## config.mk

```make
export PLATFORM = sky130hd
export DESIGN_NAME = bram_frame_reader
export DESIGN_NICKNAME = d
export VERILOG_FILES = /design/src/rtl/bram_frame_reader.sv
export SDC_FILE = /design/constraint.sdc
export NUM_CORES = 1
export LEC_CHECK = 0
export BUFFER_PORTS_ARGS = -buffer_cell sky130_fd_sc_hd__buf_2
export CORE_UTILIZATION = 26
export DETAILED_ROUTE_END_ITERATION = 6
export PLACE_DENSITY = 0.39
export SLEW_MARGIN = 20
export SYNTH_ARGS = -nofsm -noshare
export SYNTH_HDL_FRONTEND = slang
export SYNTH_SLANG_ARGS = --single-unit
```

## constraint.sdc

```tcl
create_clock -name clk -period 3 [get_ports clk]
set_input_delay 0.15 -clock clk [delete_from_list [all_inputs] [get_ports clk]]
set_output_delay 0.15 -clock clk [all_outputs]
set_load 0.005 [all_outputs]
```

## src/rtl/bram_frame_reader.sv

```systemverilog
`default_nettype none
// ============================================================================
// Module   : bram_frame_reader
// Function : Reads one RGB565 frame from a single-port image BRAM, starting at
//            BASE_ADDR. It presents the pixels as a valid/ready stream with
//            x/y coordinates.
//            A 4-entry prefetch FIFO absorbs the 2-edge BRAM read latency and
//            downstream stalls, so the reader streams 1 pixel/cycle while the
//            sink keeps pix_ready high.
// Options  : FRAME_LOOP_EN - if start is high at the final read issue, the
//            reader continues seamlessly into the next frame.
// Revision : 1.0 - initial release
// ============================================================================
module bram_frame_reader #(
  parameter int N         = 13,
  parameter int W         = 16,
  parameter int WIDTH     = 96,
  parameter int HEIGHT    = 64,
  parameter int BASE_ADDR = 0
) (
  input  logic         clk,
  input  logic         rstn,
  input  logic         start,
  output logic [N-1:0] mem_addr,
  output logic         mem_rw,
  input  logic [W-1:0] mem_data,
  output logic [W-1:0] pix_data,
  output logic [6:0]   pix_x,
  output logic [5:0]   pix_y,
  output logic         pix_valid,
  input  logic         pix_ready,
  output logic         busy,
  output logic         frame_done
);

  localparam int TOTAL = WIDTH * HEIGHT;
  localparam int CNT_W = $clog2(TOTAL + 1);
  localparam logic [CNT_W-1:0] C_TOTAL  = CNT_W'(TOTAL);
  localparam logic [CNT_W-1:0] C_LAST   = CNT_W'(TOTAL - 1);
  localparam logic [CNT_W-1:0] C_ONE    = CNT_W'(1);
  localparam logic [6:0]       C_X_LAST = 7'(WIDTH - 1);
  localparam logic [5:0]       C_Y_LAST = 6'(HEIGHT - 1);
  localparam logic [N-1:0]     C_BASE   = N'(BASE_ADDR);
  localparam logic [2:0]       C_DEPTH  = 3'd4;

  typedef enum logic [0:0] {
    S_IDLE = 1'b0,
    S_RUN  = 1'b1
  } state_t;

  state_t           state_q, state_d;
  logic             done_q, done_d;
  logic             loop_q, loop_d;     // next frame already being issued
  logic [N-1:0]     addr_q, addr_d;
  logic [CNT_W-1:0] cnt_q, cnt_d;       // reads issued in the current frame
  logic             rd1_q, rd2_q;       // read in flight: address / data stage
  logic [W-1:0]     fifo_q [4];
  logic [1:0]       wr_ptr_q, rd_ptr_q;
  logic [2:0]       count_q, count_d;
  logic [6:0]       x_q, x_d;
  logic [5:0]       y_q, y_d;

  logic             issue, push, pop, wrap, last_pix;
  logic [CNT_W-1:0] idx;
  logic [2:0]       occ;

  // A start in IDLE always begins at pixel 0, whatever the counter holds.
  assign idx   = (state_q == S_IDLE) ? '0 : cnt_q;
  assign occ   = count_q + {2'b00, rd1_q} + {2'b00, rd2_q};
  assign issue = (state_q == S_IDLE) ? start
               : ((occ < C_DEPTH) && (cnt_q < C_TOTAL));
  assign push  = rd2_q;
  assign pop   = pix_valid & pix_ready;
  assign last_pix = pop && (x_q == C_X_LAST) && (y_q == C_Y_LAST);

`ifdef FRAME_LOOP_EN
  assign wrap = issue && (idx == C_LAST) && start;
`else
  assign wrap = 1'b0;
`endif

  assign mem_addr   = addr_q;
  assign mem_rw     = 1'b0;
  assign pix_valid  = (count_q != 3'd0);
  assign pix_data   = fifo_q[rd_ptr_q];
  assign pix_x      = x_q;
  assign pix_y      = y_q;
  assign busy       = (state_q == S_RUN);
  assign frame_done = done_q;

  // FSM next state: leave RUN on the last handshake unless a looped frame is queued.
  always_comb begin
    state_d = state_q;
    done_d  = 1'b0;
    loop_d  = loop_q;
    case (state_q)
      S_IDLE: begin
        if (start) state_d = S_RUN;
      end
      S_RUN: begin
        if (last_pix) begin
          done_d = 1'b1;
          if (loop_q) loop_d = 1'b0;
          else        state_d = S_IDLE;
        end
      end
      default: state_d = S_IDLE;
    endcase
    if (wrap) loop_d = 1'b1;
  end

  // Datapath next state: read issue, FIFO occupancy and pixel coordinates.
  always_comb begin
    addr_d  = addr_q;
    cnt_d   = cnt_q;
    count_d = count_q;
    x_d     = x_q;
    y_d     = y_q;
    if (issue) begin
      addr_d = C_BASE + N'(idx);
      cnt_d  = wrap ? '0 : (idx + C_ONE);
    end
    case ({push, pop})
      2'b10:   count_d = count_q + 3'd1;
      2'b01:   count_d = count_q - 3'd1;
      default: count_d = count_q;
    endcase
    if (pop) begin
      if (x_q == C_X_LAST) begin
        x_d = '0;
        y_d = (y_q == C_Y_LAST) ? 6'd0 : (y_q + 6'd1);
      end else begin
        x_d = x_q + 7'd1;
      end
    end
  end

  // FSM state register.
  always_ff @(posedge clk or negedge rstn) begin
    if (!rstn) begin
      state_q <= S_IDLE;
      done_q  <= 1'b0;
      loop_q  <= 1'b0;
    end else begin
      state_q <= state_d;
      done_q  <= done_d;
      loop_q  <= loop_d;
    end
  end

  // Read-issue pipeline and coordinate registers.
  always_ff @(posedge clk or negedge rstn) begin
    if (!rstn) begin
      addr_q  <= C_BASE;
      cnt_q   <= '0;
      rd1_q   <= 1'b0;
      rd2_q   <= 1'b0;
      count_q <= 3'd0;
      x_q     <= 7'd0;
      y_q     <= 6'd0;
    end else begin
      addr_q  <= addr_d;
      cnt_q   <= cnt_d;
      rd1_q   <= issue;
      rd2_q   <= rd1_q;
      count_q <= count_d;
      x_q     <= x_d;
      y_q     <= y_d;
    end
  end

  // Prefetch FIFO storage; capture BRAM data two edges after the issue.
  always_ff @(posedge clk or negedge rstn) begin
    if (!rstn) begin
      for (int i = 0; i < 4; i++) fifo_q[i] <= '0;
      wr_ptr_q <= 2'd0;
      rd_ptr_q <= 2'd0;
    end else begin
      if (push) begin
        fifo_q[wr_ptr_q] <= mem_data;
        wr_ptr_q         <= wr_ptr_q + 2'd1;
      end
      if (pop) rd_ptr_q <= rd_ptr_q + 2'd1;
    end
  end

endmodule
`default_nettype wire

```

## After elaboration in Yosys (flattened, before gate mapping)

Index checks and enable logic that the tools add are counted.

| storage, ports and cells | value |
|---|---|
| logic and storage cells | 60 |
| register bits | 114 |
| output and inout bits | 46 |
| input port bits | 20 |

| cells by class | value |
|---|---|
| reductions and logical operators | 7 |
| muxes and demuxes | 16 |
| add/sub/neg operators | 9 |
| order comparisons | 5 |
| bitwise operators | 4 |
| eq/ne operators | 4 |

Operator list:

| operator | count |
|---|---|
| $bwmux 64 | 1 |
| $mux 16 | 3 |
| $bmux 16 s2 | 1 |
| $demux 16 s2 | 1 |
| $add 13x1->13 const B | 1 |
| $lt 13x13->1 const B | 1 |
| $mux 13 | 1 |
| $add 7x1->7 const B | 1 |
| $eq 7x7->1 const B | 1 |
| $mux 7 | 1 |
| $add 3x1->3 | 2 |
| $add 6x1->6 const B | 1 |
| $eq 6x6->1 const B | 1 |
| $ge 3x3->1 const B | 2 |
| $mux 6 | 1 |
| $not 2->3 | 2 |
| $pmux 3 s2 | 1 |
| $mux 1 | 5 |
| $add 2x1->2 const B | 2 |
| $logic_and 1x1->1 | 4 |
| $add 3x1->3 const B | 1 |
| $lt 3x1->1 const B | 1 |
| $lt 3x3->1 const B | 1 |
| $reduce_bool 3->1 | 1 |
| 8 further kinds | 8 |

## Depth between registers and ports, before layout

| logic depth | value |
|---|---|
| depth after elaboration | 6 |
| gate-level depth with buffers | 8 |
| depth with buffers taken out | 8 |

## Worst setup path after synthesis

No wires, ideal clock.

| timing | value |
|---|---|
| path kind | reg-to-reg |
| from | register count_q[0] |
| to | register count_q[2] |
| setup time | 0.127 ns |
| buffers on the path | 0 |
| setup slack | 1.114 ns |
| clock period less this slack | 1.886 ns |
| stages on the path, launching flop included | 9 |
| arrival | 1.759 ns |
| data required time | 2.873 ns |
| cells stage by stage | dfrtp_1 > o31ai_4 > inv_1 > ha_1 > inv_1 > fa_1 > xor2_1 > nor2_1 > xor2_1 |

| between the ends | value |
|---|---|
| cells in the longest elaborated chain, start to end | 4 |
| elaborated cells between the ends (all ways) | 8 |
| classes of those cells | add/sub (2); eq/ne (2); mux (1); bitwise (1); reduce/logical (2) |

RTL lines:

| element | line | RTL |
|---|---|---|
| from (decl) | 59 | `logic [2:0] count_q, count_d;` |
| from (signal assigned) | 166 | `count_q <= count_d;` |
| $reduce_bool 3->1 * | 84 | `assign pix_valid = (count_q != 3'd0);` |
| $and 1x1->1 * | 73 | `assign pop = pix_valid & pix_ready;` |
| via pop | 63 | `logic issue, push, pop, wrap, last_pix;` |
| $eq 2x1->1 or $eq 2x2->1 (tied branches) | 123 | `case ({push, pop})` |
| $pmux 3 s2 or $reduce_bool 2->1 (tied branches) | n/a |  |

Mark *: on every way through the listed nets, which the timed path passes. The rest lies on a longest branch.
A chain may end at the register's enable or synchronous reset.

## Worst setup path in the final report

| timing | value |
|---|---|
| from | register rd_ptr_q[1] |
| to | output pix_data[14] |

| between the ends | value |
|---|---|
| cells in the longest elaborated chain, start to end | 4 |

RTL lines:

| element | line | RTL |
|---|---|---|
| from (decl) | 58 | `logic [1:0] wr_ptr_q, rd_ptr_q;` |
| from (signal assigned) | 183 | `if (pop) rd_ptr_q <= rd_ptr_q + 2'd1;` |
| $not 2->3 (not written as such) | 85 | `assign pix_data = fifo_q[rd_ptr_q];` |
| $bmux 16 s2 | 85 |  |
| $mux 16 (not written as such) (2 in series) | 85 |  |
| to (decl) | 27 | `output logic [W-1:0] pix_data,` |

Every way passes these cells. The select of a mux whose other input is x is not followed.

==> summary.md <==
| Metric | Value |
|---|---|
| Status | `completed` |
| CTS Buf Count | `17` |
| Die area | `roughly 21,000 um^2` |
| CP max stage delay | `920 ps` |
| Met1 GRT Util | `14.6%` |
| Synthesized cell area | `5240 um^2` |
| Slew headroom | `40.0%` |
| Clk_lat worst skew | `just over 400 ps` |
| CP max-delay cell | `dfrtp_1` |
| Reg-to-reg slack, setup | `910 ps` |
| RSZ-0062 raised after global routing | `false` |
| Hold path depth | `2` |
| Met2 Usage GRT | `20.0%` |
| CP Launch Type | `register` |
| Setup_tns | `0 ps` |
| Most used routing layer | `met2` |
| Initial antenna violation count | `0` |
| Final WL | `11,500 um` |
| Buf+Inv Stages, Crit Path | `1` |
| Routability Congestion | `0.713` |
| Die H | `144 um` |
| Family with the most delay on the worst path | `flip-flops` |
| Synth warnings | `0` |
| Post-route setup slack | `between 900 and 1000 ps` |
| Setup violators final | `0` |
| GRT overflow | `0` |
| Period utilization | `69.9%` |
| Crit path from | `rd_ptr_q[1]` |
| CTS tree | `yes` |
| Worst-path clk slew | `50 ps` |
| First-pass GRT wire length | `about 19,000 um` |
| Root Buffer | `clkbuf_16` |
| Ranking of synthesized cells by area | `dfrtp_1 (54%), mux2_2 (14%), mux4_2 (6.9%)` |
| Least-Margin Pin Slew | `around 900 ps` |
| CP required | `2850 ps` |
| Hold path startpoint | `mem_data[5]` |
| Mapped Nets | `441` |
| Commonest non-fill, non-tap cell in the layout | `dfrtp_1` |
| Vias in the first global route | `roughly 3,500` |
| Number of flops mapped to enable cells by yosys | `0` |
| Register area share after synthesis | `roughly 54%` |
| CTS sink count | `114` |
| Post-synth top flop | `dfrtp_1` |
| Synth Instances | `around 400` |
| Pre-CTS setup slack | `around 880 ps` |
| DR DRC count | `0` |
| Final hold violation count | `0` |
| P_leak | `0.00292 uW` |
| Top fanout value on the critical path | `17` |
| Worst Hold Endpoint | `fifo_q[53]` |
| Final HPWL DP | `7360 um` |
| Synth async-reset ratio | `100%` |
| Fraction of layout cells with a size suffix above 1 | `37.1%` |
| Post-CTS Setup Bufs | `0` |
| Most frequent cells in the layout | `dfrtp_1 (114), mux2_2 (65), buf_2 (63), nand2_1 (59), clkbuf_16 (17)` |
| Largest net degree at the start of global routing | `a little under 70` |
| Post-DRT Antenna Nets | `0` |
| Setup CP Type | `reg -> out` |
| Via count | `3,446` |
| P per Cell Area | `1030 nW/um^2` |
| Max-cap violation count | `0` |
| Clk buf depth | `2` |
| Post_cts resized | `0` |
| Critical path data arrival time | `1950 ps` |
| Setup crit end kind | `output pin` |
| DRT iter0 DRCs | `~130` |
| Critical Path, Cell by Cell | `mux4_2 -> buf_2` |
| Overall global routing resource usage | `12.2%` |
| Drt first pass iters | `4` |
| VDD IR max | `368 uV` |
| Hold Buf Count CTS | `7` |
| Routed WL per cell | `between 10 and 15 um` |
| Post-synthesis to final-layout area growth | `24.3%` |
| Hold WC Path Type | `in -> reg` |
| H-Tree Depth | `4` |
| Initial Utilization | `26.7%` |
| Diode count | `0` |
| Via density | `about 4.5` |
| Reg2reg end | `count_q[1]` |
| R2R cell count | `6` |
| Synth top area share | `between 50% and 60%` |
| Synth Register Bits | `114` |
| Total power | `6710 uW` |
| Final #Nets | `521` |
| F_max | `477 MHz` |
| CORE AREA | `~20,000 um^2` |
| Io pins | `66` |
| Die X | `around 140 um` |
| Reg-to-Reg Start | `count_q[0]` |
| Synth cell types | `49` |
| Met3 usage | `4.23%` |
| Tmin final | `2100 ps` |
| Final Max Tran Viols | `0` |
| Area leader, netlist | `dfrtp_1` |
| Num rows | `51` |
| Mean Syn Cell Area | `about 13 um^2` |
| Clock Skew | `about 9.1 ps` |
| PortBufs | `64` |
[how the worst max path moves through the flow]
stage | end | cells past startpoint
3_3_place_gp | count_q[2] | 8
3_5_place_dp | count_q[1] | 6
2_1_floorplan | count_q[2] | 8
5_1_grt | cnt_q[12] | 6
4_1_cts | pix_data[3] | 2
6_report | pix_data[14] | 2
[worst register-to-register path: cells and delay by family, from the launching register on]
family                   cells  cell delay, ps
buffers and inverters        2             280
flip-flops                   1             440
adder cells (fa/ha/maj)      2             660
AO/OA/AOI/OAI                2             620
[routing by layer]
layer / vias to the layer above / part of all wire, %
li1: 1632 / -
met1: 1745 / 46
met2: 60 / 49
met3: 9 / 4.3
met4: 0 / 1.1
met5: - / 0
[power breakdown]
part	leakage [uW]	switching (uW)	internal, uW
clock	0.000284	678	1270
combinational	0.00128	865	1250
sequential	0.00136	456	2190
[Yosys cell counts, types with 2 or more instances]
cell and n:
nor4_1 2, o21ai_1 12, a31oi_1 5, dfrtp_1 114, mux2_1 2, a31o_1 3, and4_1 2, clkbuf_1 6
nand3_1 8, nand2_1 59, ha_1 9, or3_1 3, buf_4 3, nor3_1 4, mux2i_1 6, a21oi_1 6
nor2b_1 2, and2_1 2, xnor2_1 9, nand4_1 9, and3_1 3, mux2_2 65, nor2_1 9, inv_1 11
o21ai_0 6, buf_2 9, nand2b_1 2, o31ai_1 2, xor2_1 3, mux4_2 16
[sequential cells by signal, indices dropped and copies added (netlist names)]
register / count
busy: 1
cnt_q: 13
count_q: 3
fifo_q: 64
frame_done: 1
mem_addr: 13
pix_x: 7
pix_y: 6
push: 1
rd1_q: 1
rd_ptr_q: 2
wr_ptr_q: 2
[metrics by stage]
| step | util, % | std cells | hold slack (ps) | cell area [um^2] |
|---|---|---|---|---|
| 5_1_grt | 33.3 | 769 | 10.4 | 6510 |
| 6_report | 33.3 | 769 | 20.4 | 6510 |
| 2_1_floorplan | - | 411 | -146 | 5240 |
| 3_3_place_gp | 30.0 | 730 | 225 | 5870 |
| 4_1_cts | 33.3 | 769 | 0.282 | 6510 |
| 3_5_place_dp | 30.0 | 730 | 230 | 5870 |
[area by class of cell]
type | count | area [um^2]
Fill cell | 2019 | 13100
Sequential cell | 114 | 2850
Multi-Input combinational cell | 267 | 2240
Clock buffer | 28 | 527
Timing Repair Buffer | 80 | 473
Tap cell | 265 | 332
Clock inverter | 4 | 45.0
Inverter | 11 | 41.3
[cells by family (layout without fill, tap and decap cells)]
kind of cell / Yosys count / count (layout) / share of synthesized area, %
buffers and inverters: 30 / 123 / 2.72
adder cells (fa/ha/maj): 10 / 10 / 2.53
XOR/XNOR: 12 / 12 / 2.01
AND/OR/NAND/NOR: 114 / 114 / 10.6
multiplexers: 89 / 89 / 22.4
flip-flops: 114 / 114 / 54.5
other: 1 / 1 / 0.0716
AO/OA/AOI/OAI: 41 / 41 / 5.23
(Power assumes the default switching activity.)
